[src/rtl/id_ex_stage_reg.sv]
// ============================================================================
//  Module      : id_ex_stage_reg
//  Description : ID/EX pipeline register of the 5-stage MIPS pipeline, with
//                the load-use interlock. A load in EX or in MA whose
//                destination is a source of the instruction in ID holds PC
//                and IF/ID (Stall) and sends a bubble into EX. A taken
//                branch/jump (Flush) kills the ID instruction and cancels
//                the stall.
//  Options     : `define ID_EX_PERF_CNT_EN adds the StallCnt / FlushCnt
//                event counters.
//  Revision    : 1.0  initial release
// ============================================================================
`timescale 1ns/1ps
`default_nettype none

module id_ex_stage_reg #(
  parameter int unsigned DW     = 32,
  parameter logic [31:0] NOP_IR = 32'h0000_0000
) (
  input  logic          clk,
  input  logic          rst,
  // instruction in ID
  input  logic [31:0]   IF_ID_IR,
  input  logic [DW-1:0] IF_ID_PC4,
  input  logic [DW-1:0] ID_A,
  input  logic [DW-1:0] ID_B,
  input  logic [DW-1:0] ID_Imm,
  input  logic          ID_RegWr,
  input  logic          ID_MemtoReg,
  input  logic          ID_MemWr,
  input  logic [3:0]    ID_ALUCtr,
  // instruction in MA (second load-use window)
  input  logic [31:0]   EX_MA_IR,
  input  logic          EX_MA_RegWr,
  input  logic          EX_MA_MemtoReg,
  // wrong-path kill from EX
  input  logic          Flush,
  // registered ID/EX contents
  output logic [31:0]   ID_EX_IR,
  output logic [DW-1:0] ID_EX_PC4,
  output logic [DW-1:0] ID_EX_A,
  output logic [DW-1:0] ID_EX_B,
  output logic [DW-1:0] ID_EX_Imm,
  output logic          ID_EX_RegWr,
  output logic          ID_EX_MemtoReg,
  output logic          ID_EX_MemWr,
  output logic [3:0]    ID_EX_ALUCtr,
  output logic          ID_EX_Valid,
`ifdef ID_EX_PERF_CNT_EN
  output logic [31:0]   StallCnt,
  output logic [31:0]   FlushCnt,
`endif
  output logic          Stall
);

  // Opcodes whose rt field is read as a source operand.
  localparam logic [5:0] c_OP_RTYPE = 6'b000000;
  localparam logic [5:0] c_OP_BEQ   = 6'b000100;
  localparam logic [5:0] c_OP_BNE   = 6'b000101;
  localparam logic [5:0] c_OP_SW    = 6'b101011;

  // True when the instruction with this opcode reads register rt.
  function automatic logic uses_rt(input logic [5:0] op);
    return (op == c_OP_RTYPE) || (op == c_OP_BEQ) ||
           (op == c_OP_BNE)   || (op == c_OP_SW);
  endfunction

  // True when a producer that is a load (RegWr & MemtoReg) writes a
  // non-zero register that the consumer reads. $0 is hard-wired, so a
  // dependency on it never needs to wait.
  function automatic logic load_hit(
    input logic [4:0] dst,
    input logic       reg_wr,
    input logic       mem_to_reg,
    input logic [4:0] src_rs,
    input logic [4:0] src_rt,
    input logic       rt_is_src
  );
    return reg_wr && mem_to_reg && (dst != 5'd0) &&
           ((dst == src_rs) || (rt_is_src && (dst == src_rt)));
  endfunction

  // Source fields of the instruction in ID.
  logic [5:0] w_id_op;
  logic [4:0] w_id_rs;
  logic [4:0] w_id_rt;
  logic       w_id_uses_rt;

  assign w_id_op      = IF_ID_IR[31:26];
  assign w_id_rs      = IF_ID_IR[25:21];
  assign w_id_rt      = IF_ID_IR[20:16];
  assign w_id_uses_rt = uses_rt(w_id_op);

  // Load destinations are the rt field of the load.
  logic [4:0] w_ex_dst;
  logic [4:0] w_ma_dst;

  assign w_ex_dst = ID_EX_IR[20:16];
  assign w_ma_dst = EX_MA_IR[20:16];

  // Only the destination field of the MA instruction matters here.
  logic unused_ex_ma_bits;
  assign unused_ex_ma_bits = ^{EX_MA_IR[31:21], EX_MA_IR[15:0]};

  // Hazard windows: the load is one stage ahead (EX) or two (MA). Loads are
  // only forwardable from MA/WB, so both windows block the consumer.
  // EX carries a valid bit; MA bubbles are recognised by RegWr=0.
  logic w_haz_ex;
  logic w_haz_ma;
  logic w_hazard;

  assign w_haz_ex = ID_EX_Valid &&
                    load_hit(w_ex_dst, ID_EX_RegWr, ID_EX_MemtoReg,
                             w_id_rs, w_id_rt, w_id_uses_rt);
  assign w_haz_ma = load_hit(w_ma_dst, EX_MA_RegWr, EX_MA_MemtoReg,
                             w_id_rs, w_id_rt, w_id_uses_rt);
  assign w_hazard = w_haz_ex || w_haz_ma;

  // A flushed ID instruction is wrong-path, so there is nothing to hold.
  assign Stall = w_hazard && !Flush;

  // Pipeline register: reset and flush/stall load a bubble, otherwise
  // the decoded ID instruction moves into EX.
  always_ff @(posedge clk) begin
    if (rst) begin
      ID_EX_IR       <= NOP_IR;
      ID_EX_PC4      <= '0;
      ID_EX_A        <= '0;
      ID_EX_B        <= '0;
      ID_EX_Imm      <= '0;
      ID_EX_RegWr    <= 1'b0;
      ID_EX_MemtoReg <= 1'b0;
      ID_EX_MemWr    <= 1'b0;
      ID_EX_ALUCtr   <= 4'h0;
      ID_EX_Valid    <= 1'b0;
    end else if (Flush || Stall) begin
      ID_EX_IR       <= NOP_IR;
      ID_EX_PC4      <= '0;
      ID_EX_A        <= '0;
      ID_EX_B        <= '0;
      ID_EX_Imm      <= '0;
      ID_EX_RegWr    <= 1'b0;
      ID_EX_MemtoReg <= 1'b0;
      ID_EX_MemWr    <= 1'b0;
      ID_EX_ALUCtr   <= 4'h0;
      ID_EX_Valid    <= 1'b0;
    end else begin
      ID_EX_IR       <= IF_ID_IR;
      ID_EX_PC4      <= IF_ID_PC4;
      ID_EX_A        <= ID_A;
      ID_EX_B        <= ID_B;
      ID_EX_Imm      <= ID_Imm;
      ID_EX_RegWr    <= ID_RegWr;
      ID_EX_MemtoReg <= ID_MemtoReg;
      ID_EX_MemWr    <= ID_MemWr;
      ID_EX_ALUCtr   <= ID_ALUCtr;
      ID_EX_Valid    <= 1'b1;
    end
  end

`ifdef ID_EX_PERF_CNT_EN
  // Event counters: one count per edge with Stall / Flush, wrapping.
  always_ff @(posedge clk) begin
    if (rst) begin
      StallCnt <= 32'h0;
      FlushCnt <= 32'h0;
    end else begin
      StallCnt <= StallCnt + {31'h0, Stall};
      FlushCnt <= FlushCnt + {31'h0, Flush};
    end
  end
`endif

endmodule

`default_nettype wire

[config.mk]
export PLATFORM = sky130hd
export DESIGN_NAME = id_ex_stage_reg
export DESIGN_NICKNAME = d
export VERILOG_FILES = /design/src/rtl/id_ex_stage_reg.sv
export SDC_FILE = /design/constraint.sdc
export NUM_CORES = 1
export LEC_CHECK = 0
export ABC_AREA = 1
export CORE_AREA = 2 2 146 148
export DETAILED_ROUTE_END_ITERATION = 10
export DIE_AREA = 0 0 148 150
export HOLD_SLACK_MARGIN = 0.1
export PLACE_DENSITY = 0.66
export SLEW_MARGIN = 5
export SYNTH_ARGS = -nofsm -noshare
export SYNTH_HDL_FRONTEND = slang
export SYNTH_SLANG_ARGS = --single-unit
[constraint.sdc]
create_clock -name clk -period 1.6 [get_ports clk]
set_clock_uncertainty 0.1 [all_clocks]
set_input_delay 0.32 -clock clk [delete_from_list [all_inputs] [get_ports clk]]
set_output_delay 0.32 -clock clk [all_outputs]
set_load 0.01 [all_outputs]
# Word-level counts from Yosys, hierarchy flattened
# Cells that the tools add are included.
# op_classes
addsub	0
mul	0
n_div	0
n_lt_le_gt_ge	0
n_eq_ne	7
shifts	0
n_mux	1
n_bitwise	0
reduce_logical	22
# op_table
op	n
equality test 5 bit	4
equality test 6 x 3 -> 1 bit, second input constant	2
logical AND 1 bit	10
nonzero test 5 bit	2
logical OR 1 bit	7
equality test 6 bit, second input constant	1
logical NOT 6 bit	1
OR reduction 2 bit	1
logical NOT 1 bit	1
two-way mux 1 bit	1
# word_totals
register_bits	168
latch_bits	0
ram_bits	0
romBits	0
input_bits	204
out_inout_bits	169
elab_cells	40
memories	0

# Longest topological paths before layout
# Gate-level depths: netlist of run 1.
# logic_depth
ltp_word	12
ltp_mapped	13
depth_no_buf	11

# Worst setup path before layout of run 1
# Ideal clock, no wire load.
# synth_timing
path_kind	flip-flop to output port
startpoint	register ID_EX_IR[20]
endpoint	output port Stall
t_arrival_ps	1165
required_time_ps	1180
slack_ps	15
stages_incl_launch_ff	11
path_buffers	0
cell_sequence	dfxtp_1 inv_1 nand2_1 nand2_1 nor2_1 nand2_1 nor2_1 nand2_1 nand2_1 nand2_1 a21oi_1
# synth_via
elab_chain_len	7
elab_cells_between_ends	10
cone_classes	eq/ne: 2; reduce/logical: 8
# synth_rtl
element	line_no	text
start, declared	39	output logic [31:0] ID_EX_IR,
start signal, assigned	126	ID_EX_IR <= NOP_IR;
start signal, assigned	137	ID_EX_IR <= NOP_IR;
start signal, assigned	148	ID_EX_IR <= IF_ID_IR;
equality test 5 bit	80	((dst == src_rs) || (rt_is_src && (dst == src_rt)));
logical AND 1 bit	80	
logical OR 1 bit	80	
logical AND 1 bit *	79	return reg_wr && mem_to_reg && (dst != 5'd0) &&
logical AND 1 bit *	112	assign w_haz_ex = ID_EX_Valid &&
logical OR 1 bit *	117	assign w_hazard = w_haz_ex || w_haz_ma;
logical AND 1 bit *	120	assign Stall = w_hazard && !Flush;
end, declared	53	output logic Stall
# Mark *: on every way between the ends. The rest lies on a longest branch, timed or not.

# Final worst setup path of run 1
# Same ends and word-level chain as after synthesis.

==> results of run 1 <==
-- worst max path at each step --
stage,startpoint,slack (ns),endpoint,depth (start not counted)
5_1_grt,ID_EX_IR[20]$_SDFF_PP0_,-0.62,Stall,11
4_1_cts,ID_EX_IR[20]$_SDFF_PP0_,-0.47,Stall,11
6_report,ID_EX_IR[20]$_SDFF_PP0_,-0.48,Stall,11
2_1_floorplan,ID_EX_IR[20]$_SDFF_PP0_,0.01,Stall,10
3_5_place_dp,IF_ID_IR[20],-0.98,Stall,12
3_3_place_gp,IF_ID_IR[20],-0.96,Stall,12
-- final cells by class --
class	count	area, sq um
fillers	1965	10200
flip-flops and latches	168	3380
repair buffers	416	4300
inverters	178	668
clock inverters	15	160
well taps	275	344
clock buffers	17	425
multi-input cells	239	1200
-- metal layers --
metal,up-vias,GRT usage,share of wire
li1,2491,-,-
met1,2120,0.181,0.40
met2,181,0.272,0.51
met3,19,0.0470,0.072
met4,0,0.0595,0.018
met5,-,0,0
-- worst min-delay path: stages --
cell,delay (ns)
dlymetal6s2s_1,0.15
inv_1,0.11
nor2_2,0.05
-- layout by cell type (no fill, tap or decap), types with 2 or more instances in the layout --
| cell type | netlist | routed |
|---|---|---|
| dlygate4sd2_1 | 0 | 176 |
| inv_1 | 175 | 173 |
| clkdlybuf4s50_1 | 0 | 162 |
| dfxtp_1 | 168 | 161 |
| nor2_1 | 175 | 102 |
| nor2_2 | 0 | 69 |
| nand2_1 | 39 | 38 |
| buf_4 | 14 | 22 |
| buf_12 | 0 | 21 |
| clkbuf_16 | 0 | 18 |
| buf_8 | 0 | 14 |
| buf_6 | 0 | 7 |
| xnor2_1 | 6 | 6 |
| buf_16 | 0 | 6 |
| dfxtp_2 | 0 | 5 |
| inv_2 | 3 | 5 |
| nand4_1 | 5 | 5 |
| a21oi_1 | 4 | 4 |
| nor2_4 | 0 | 4 |
| clkinv_4 | 0 | 4 |
| inv_8 | 0 | 4 |
| inv_6 | 0 | 3 |
| clkinv_8 | 0 | 3 |
| clkdlybuf4s15_1 | 0 | 3 |
| dfxtp_4 | 0 | 2 |
| nor3_2 | 0 | 2 |
| xor2_1 | 2 | 2 |
| nand3_1 | 2 | 2 |
| clkdlybuf4s15_2 | 0 | 2 |
-- power by group through the flow --
stage / Clock (mW) / Sequential, mW / Combinational, mW
after floorplan: 0 / 4.59 / 0.270
final: 4.04 / 4.39 / 1.43
after detailed placement: 0 / 4.50 / 1.30
after global routing: 4.34 / 4.41 / 1.55
after global placement: 0 / 4.50 / 1.29
after CTS: 4.15 / 4.39 / 1.47
-- stage by stage --
step / TNS [ns] / cell area (sq um) / util / instances / worst slack [ns]
CTS: -62.44 / 10500 / 0.509 / 1316 / -0.467
global placement: -114.55 / 9200 / 0.445 / 1247 / -0.958
floorplan: 0 / 5130 / - / 603 / 0.0148
global route: -78.44 / 10500 / 0.506 / 1308 / -0.620
detailed placement: -117.96 / 9200 / 0.445 / 1247 / -0.984
finish: -57.57 / 10500 / 0.506 / 1308 / -0.481
-- state kept, by name (all words and copies together), names as in the netlist --
signal	count
ID_EX_Valid	1
ID_EX_PC4	32
ID_EX_MemWr	1
ID_EX_Imm	32
ID_EX_B	32
ID_EX_ALUCtr	4
ID_EX_IR	32
ID_EX_MemtoReg	1
ID_EX_A	32
ID_EX_RegWr	1
-- cells by family (layout without fill, tap and decap cells) --
family | count (synthesis) | in the layout | share of synthesized area
flops | 168 | 168 | 0.656
buf+inv | 196 | 626 | 0.155
xor+xnor | 8 | 8 | 0.0137
compound gates | 6 | 6 | 0.00634
simple gates | 225 | 225 | 0.170
-- timing repair --
item,4_1_cts,5_1_grt
buffers inserted,26,5
endpoints found under the setup margin,337,172
hold endpoints to repair,0,0
resized for setup,293,57
gates cloned,14,1
pin swaps,9,7
hold buffers,0,0
==> metrics.csv, run 1 <==
stage,metric,value,unit
outcome,status,"complete, but fails checks",
outcome,violations,negative setup slack,
die,chipWidth,148,um
critical_path,cpLargestDelayFamily,simple AND/OR/NAND/NOR gates,
synth,syn_nets,807,
pwr,seqPwrFrac,0.445,
synth,syn_avg_cell_area,8.51,sq um
grt,grt.total_usage,0.156,
final_layout,nets,1224,
synth,synth_flop_cell,dfxtp_1,
sta,setup_viol,169,
grt,grt_max_degree,19,
cts,cts_tree,done,
route,drc,0,
die,num_rows,53,
sta,finalCriticalPeriod,2.08,ns
sta,finalMaxSlewViolations,0,
route,wl_per_cell,13.3,um
synth,ys_seq_area_frac,0.656,
die,initial_core_util,0.248,
synth,synthTopCellsByCount,"inv_1, nor2_1, dfxtp_1",
synth,syn_area,5130,sq um
final_layout,area_delta_synth_final,104,%
cts,path_clk_slew,0.07,ns
grt,grt_pass1_vias,4931,
cts,htreeDepth,4,
grt,grt_overflow,0,
sta,max_slew_margin,0.867,
sta,finalHoldViolations,0,
pwr,p_clk_frac,0.409,
critical_path,cp-start-kind,flip-flop,
pwr,intPower,7.31,mW
critical_path,r2r-end,ID_EX_A[6]$_SDFF_PP0_,
grt,antenna_found_initial,0,
synth,ys_warn_count,0,
die,fp.dieH,150,um
synth,syn_inst,603,
critical_path,cp_cell_sequence,"inv_2, nand2_1, nand2_1, nor2_1, nand2_1, nor2_1, nand2_1, nand2_1, nand2_2, a21oi_1, buf_2",
synth,synth_area_leaders,"dfxtp_1, inv_1, nor2_1",
route,drt_iter0_markers,139,
critical_path,end_kind,output pin,
synth,synth_top_area_share,0.656,
pwr,p_per_area,942,nW/um^2
synth,synth_top_area_cell,dfxtp_1,
synth,ys_ff_latch,168,
placement,post-dp-hpwl,12800,um
cts,cts_buffer_depth,2,
pwr,switching_share,0.258,
critical_path,cp_max_fo,4,
synth,synth_edf_count,0,
cts,cts-root-buf,clkbuf_16,
die,core,20700,sq um
critical_path,crit-reg2reg-launch,ID_EX_IR[20]$_SDFF_PP0_,
pwr,p_sw,2.55,mW
pwr,p_total,9.86,mW
placement,gp_congestion,0.880,
worst_hold_path,min_to,ID_EX_IR[21]$_SDFF_PP0_,
critical_path,path_common_cell,nand2_1,
route,first_pass_iters,5,
final_layout,drive_gt1_frac,0.190,
final_layout,antennaDiodeCount,0,
cts,insertion_delay,0.42,ns
critical_path,reg2regPathDepth,17,
sta,whs,0.153,ns
critical_path,crit_slowest_cell,dfxtp_4,
critical_path,arrival,1.66,ns
die,io_pins,373,
critical_path,worstSetupPathType,flip-flop to output pin,
worst_hold_path,hold_path_startpoint,IF_ID_IR[21],
placement,io_buffers,345,
route,antenna_left,0,
route,avgViaCountPerCell,3.68,
cts,cts_buffers,17,
sta,fin_ws,-0.481,ns
pwr,combinationalPowerShare,0.145,
pwr,worst_ir_drop_vdd,0.635,mV
grt,grt_pass1_wl,26300,um
pwr,power_leakage,5.64,nW
cts,clock_sinks,168,
sta,grt_setup_unrepaired,true,
flow_run,drv_cap,0,
worst_hold_path,min_path_cells,3,
sta,worst_slew_pin_slew,0.201,ns
critical_path,ff2ff_setup_slack,-0.44,ns
route,drt-total-wl,17400,um
synth,synth_cell_types,17,
route,via_count,4811,
critical_path,worst_ep_required_time,1.18,ns
worst_hold_path,hold_class,input pin to flip-flop,
sta,fmax,481,MHz
critical_path,slowest_delay,0.37,ns
critical_path,worst-path-buf-inv,2,
die,die-area,22200,sq um
sta,min_period_over_period,1.30,
synth,async_flop_share,0,
(Power assumes the default switching activity.)
==> run 2: changes to the inputs <==
--- a/config.mk
+++ b/config.mk
@@ -12,6 +12,7 @@
 export HOLD_SLACK_MARGIN = 0.1
 export PLACE_DENSITY = 0.66
-export SLEW_MARGIN = 5
+export SLEW_MARGIN = 30
 export SYNTH_ARGS = -nofsm -noshare
 export SYNTH_HDL_FRONTEND = slang
 export SYNTH_SLANG_ARGS = --single-unit
+export TNS_END_PERCENT = 20
==> constraint.sdc (replaced) <==
create_clock -name clk -period 1.6 [get_ports clk]
set_clock_uncertainty 0.1 [all_clocks]
set_input_delay 0.24 -clock clk [delete_from_list [all_inputs] [get_ports clk]]
set_output_delay 0.24 -clock clk [all_outputs]
set_load 0.01 [all_outputs]
==> run 2 against run 1 <==
The flow still finishes with violations (negative setup slack). Register-to-register slack better by 0.03 ns. First-iteration DRC count is 0.72% lower. Count of clock-buffer cells in the layout is 1 higher. Via count hardly changed. Setup slack better by 0.041 ns. Non-clock buffer count is 6 lower. Final cell count is 0.46% lower. Worst hold slack worse by 0.0017 ns. Highest routed layer is now met5.
==> metrics.csv, run 2 (synthesized netlist as in run 1, its figures left out) <==
stage,metric,value,unit,change
placement,place_area,9200,sq um,unchanged
die,fp.dieH,150,um,unchanged
cts,insertion_delay,0.41,ns,was 0.42 ns
final_layout,antennaDiodeCount,0,,unchanged
critical_path,arrival,1.70,ns,was 1.66 ns
sta,setup_viol,169,,unchanged
final_layout,nets,1218,,was 1224
critical_path,worst-path-buf-inv,2,,unchanged
worst_hold_path,hold_path_startpoint,IF_ID_IR[20],,was IF_ID_IR[21]
sta,whs,0.152,ns,was 0.153 ns
route,drt-total-wl,17300,um,was 17400 um
worst_hold_path,min_path_cells,4,,was 3
sta,finalMaxSlewViolations,0,,unchanged
critical_path,crit_slowest_cell,dfxtp_1,,was dfxtp_4
critical_path,ff2ff_setup_slack,-0.41,ns,was -0.44 ns
cts,htreeDepth,4,,unchanged
grt,grt_overflow,0,,unchanged
critical_path,worstSetupPathType,flip-flop to output pin,,unchanged
die,die-area,22200,sq um,unchanged
final_layout,seqCellArea,3370,sq um,was 3380 sq um
placement,gp_congestion,0.853,,was 0.880
critical_path,cpLargestDelayFamily,simple AND/OR/NAND/NOR gates,,unchanged
cts,cts_buffers,17,,unchanged
grt,grt_pass1_vias,4757,,was 4931
route,wl_per_cell,13.3,um,about the same
critical_path,cp-start-kind,flip-flop,,unchanged
placement,post-place-ws,-0.827,ns,was -0.984 ns
sta,fin_ws,-0.440,ns,was -0.481 ns
route,via_count,4808,,was 4811
die,core,20700,sq um,unchanged
critical_path,reg2regPathDepth,13,,was 17
final_layout,drive_gt1_frac,0.114,,was 0.190
route,avgViaCountPerCell,3.69,,was 3.68
critical_path,cp_max_fo,4,,unchanged
route,antenna_left,0,,unchanged
die,chipWidth,148,um,unchanged
sta,worst_slew_pin_slew,0.204,ns,was 0.201 ns
sta,finalHoldViolations,0,,unchanged
final_layout,final_common_cell,inv_1,,was dlygate4sd2_1
final_layout,final_cell_mix,"inv_1, clkdlybuf4s50_1, nor2_1",,"was dlygate4sd2_1, inv_1, clkdlybuf4s50_1"
final_layout,nFillCells,2012,,was 1965
route,first_pass_iters,4,,was 5
sta,min_period_over_period,1.27,,was 1.30
die,initial_core_util,0.248,,unchanged
pwr,p_total,10.0,mW,was 9.86 mW
critical_path,slowest_delay,0.39,ns,was 0.37 ns
grt,grt_max_degree,18,,was 19
cts,cts_tree,done,,unchanged
sta,fmax,490,MHz,was 481 MHz
placement,post-dp-hpwl,12900,um,was 12800 um
pwr,p_per_area,987,nW/um^2,was 942 nW/um^2
worst_hold_path,hold_class,input pin to flip-flop,,unchanged
cts,clock_sinks,168,,unchanged
sta,grt_setup_unrepaired,true,,unchanged
grt,grt.total_usage,0.151,,was 0.156
final_layout,final_cell_area,10200,sq um,was 10500 sq um
final_layout,area_delta_synth_final,98.0,%,was 104%
cts,cts_buffer_depth,2,,unchanged
grt,antenna_found_initial,1,,was 0
cts,path_clk_slew,0.07,ns,about the same
critical_path,path_common_cell,nand2_1,,unchanged
route,drt_iter0_markers,138,,was 139
outcome,violations,negative setup slack,,unchanged
placement,io_buffers,345,,unchanged
critical_path,r2r-end,ID_EX_PC4[0]$_SDFF_PP0_,,was ID_EX_A[6]$_SDFF_PP0_
pwr,worst_ir_drop_vdd,0.651,mV,was 0.635 mV
critical_path,cp_cell_sequence,"inv_1, nand2_1, nand4_1, nor2_2, nand2_1, nand2_1, nand2_2, a21oi_2, buf_2",,"was inv_2, nand2_1, nand2_1, nor2_1, nand2_1, nor2_1, nand2_1, nand2_1, nand2_2, a21oi_1, buf_2"
cts,cts-root-buf,clkbuf_16,,unchanged
worst_hold_path,min_to,ID_EX_IR[20]$_SDFF_PP0_,,was ID_EX_IR[21]$_SDFF_PP0_
final_layout,multi_input_area,1010,sq um,was 1200 sq um
sta,max_slew_margin,0.864,,was 0.867
grt,grt_pass1_wl,25400,um,was 26300 um
sta,finalCriticalPeriod,2.04,ns,was 2.08 ns
die,num_rows,53,,unchanged
route,drc,0,,unchanged
critical_path,worst_ep_required_time,1.26,ns,was 1.18 ns
critical_path,crit-reg2reg-launch,ID_EX_IR[17]$_SDFF_PP0_,,was ID_EX_IR[20]$_SDFF_PP0_
flow_run,drv_cap,0,,unchanged
pwr,power_leakage,5.61,nW,was 5.64 nW
outcome,status,"complete, but fails checks",,unchanged
die,io_pins,373,,unchanged
critical_path,end_kind,output pin,,unchanged
[run 2: through the flow]
stage	std cells	TNS (ns)	util
5_1_grt	1302	-76.03	0.491
3_3_place_gp	1247	-99.44	0.445
2_1_floorplan	603	0	-
3_5_place_dp	1247	-104.28	0.445
4_1_cts	1301	-46.86	0.488
6_report	1302	-56.88	0.491
[run 2: where the power goes]
part / internal [mW] / switching, mW
Sequential: 4.35 / 0.0464
Combinational: 0.837 / 0.511
Clock: 2.50 / 1.78
Total: 7.69 / 2.34
[run 2: tightest hold or removal path, stage by stage]
cell,delay [ns]
dlymetal6s2s_1,0.15
inv_1,0.09
buf_4,0.11
nor2_1,0.03
[run 2: cell type report]
class	count	share of cell area
timing repair buffer	410	0.408
inverter	178	0.0660
sequential	168	0.332
multi-input combinational	239	0.0994
tap	275	0.0339
clock buffer	18	0.0423
clock inverter	14	0.0177
[run 2: per-layer routing]
| metal | vias to the layer above | wire, um | GRT usage |
|---|---|---|---|
| li1 | 2482 | - | - |
| met1 | 2102 | 6870 | 0.169 |
| met2 | 189 | 8710 | 0.264 |
| met3 | 33 | 1290 | 0.0503 |
| met4 | 2 | 414 | 0.0652 |
| met5 | - | 13 | 0 |
[run 2: worst max path at each step]
stage | from | to | slack (ns) | cells past startpoint
finish | ID_EX_IR[17]$_SDFF_PP0_ | Stall | -0.44 | 9
global route | ID_EX_IR[17]$_SDFF_PP0_ | Stall | -0.56 | 9
CTS | ID_EX_IR[20]$_SDFF_PP0_ | Stall | -0.43 | 11
detailed placement | IF_ID_IR[20] | Stall | -0.83 | 12
global placement | IF_ID_IR[20] | Stall | -0.79 | 12
floorplan | ID_EX_IR[20]$_SDFF_PP0_ | ID_EX_A[0]$_SDFF_PP0_ | 0.02 | 13
[run 2: timing repair]
action / 4_1_cts / 5_1_grt
cloned: 10 / 1
resized for setup: 212 / 24
buffers inserted: 14 / 3
endpoints found under the setup margin: 337 / 169
hold buffers: 0 / 1
pin swaps: 5 / 4
hold endpoints to repair: 0 / 1
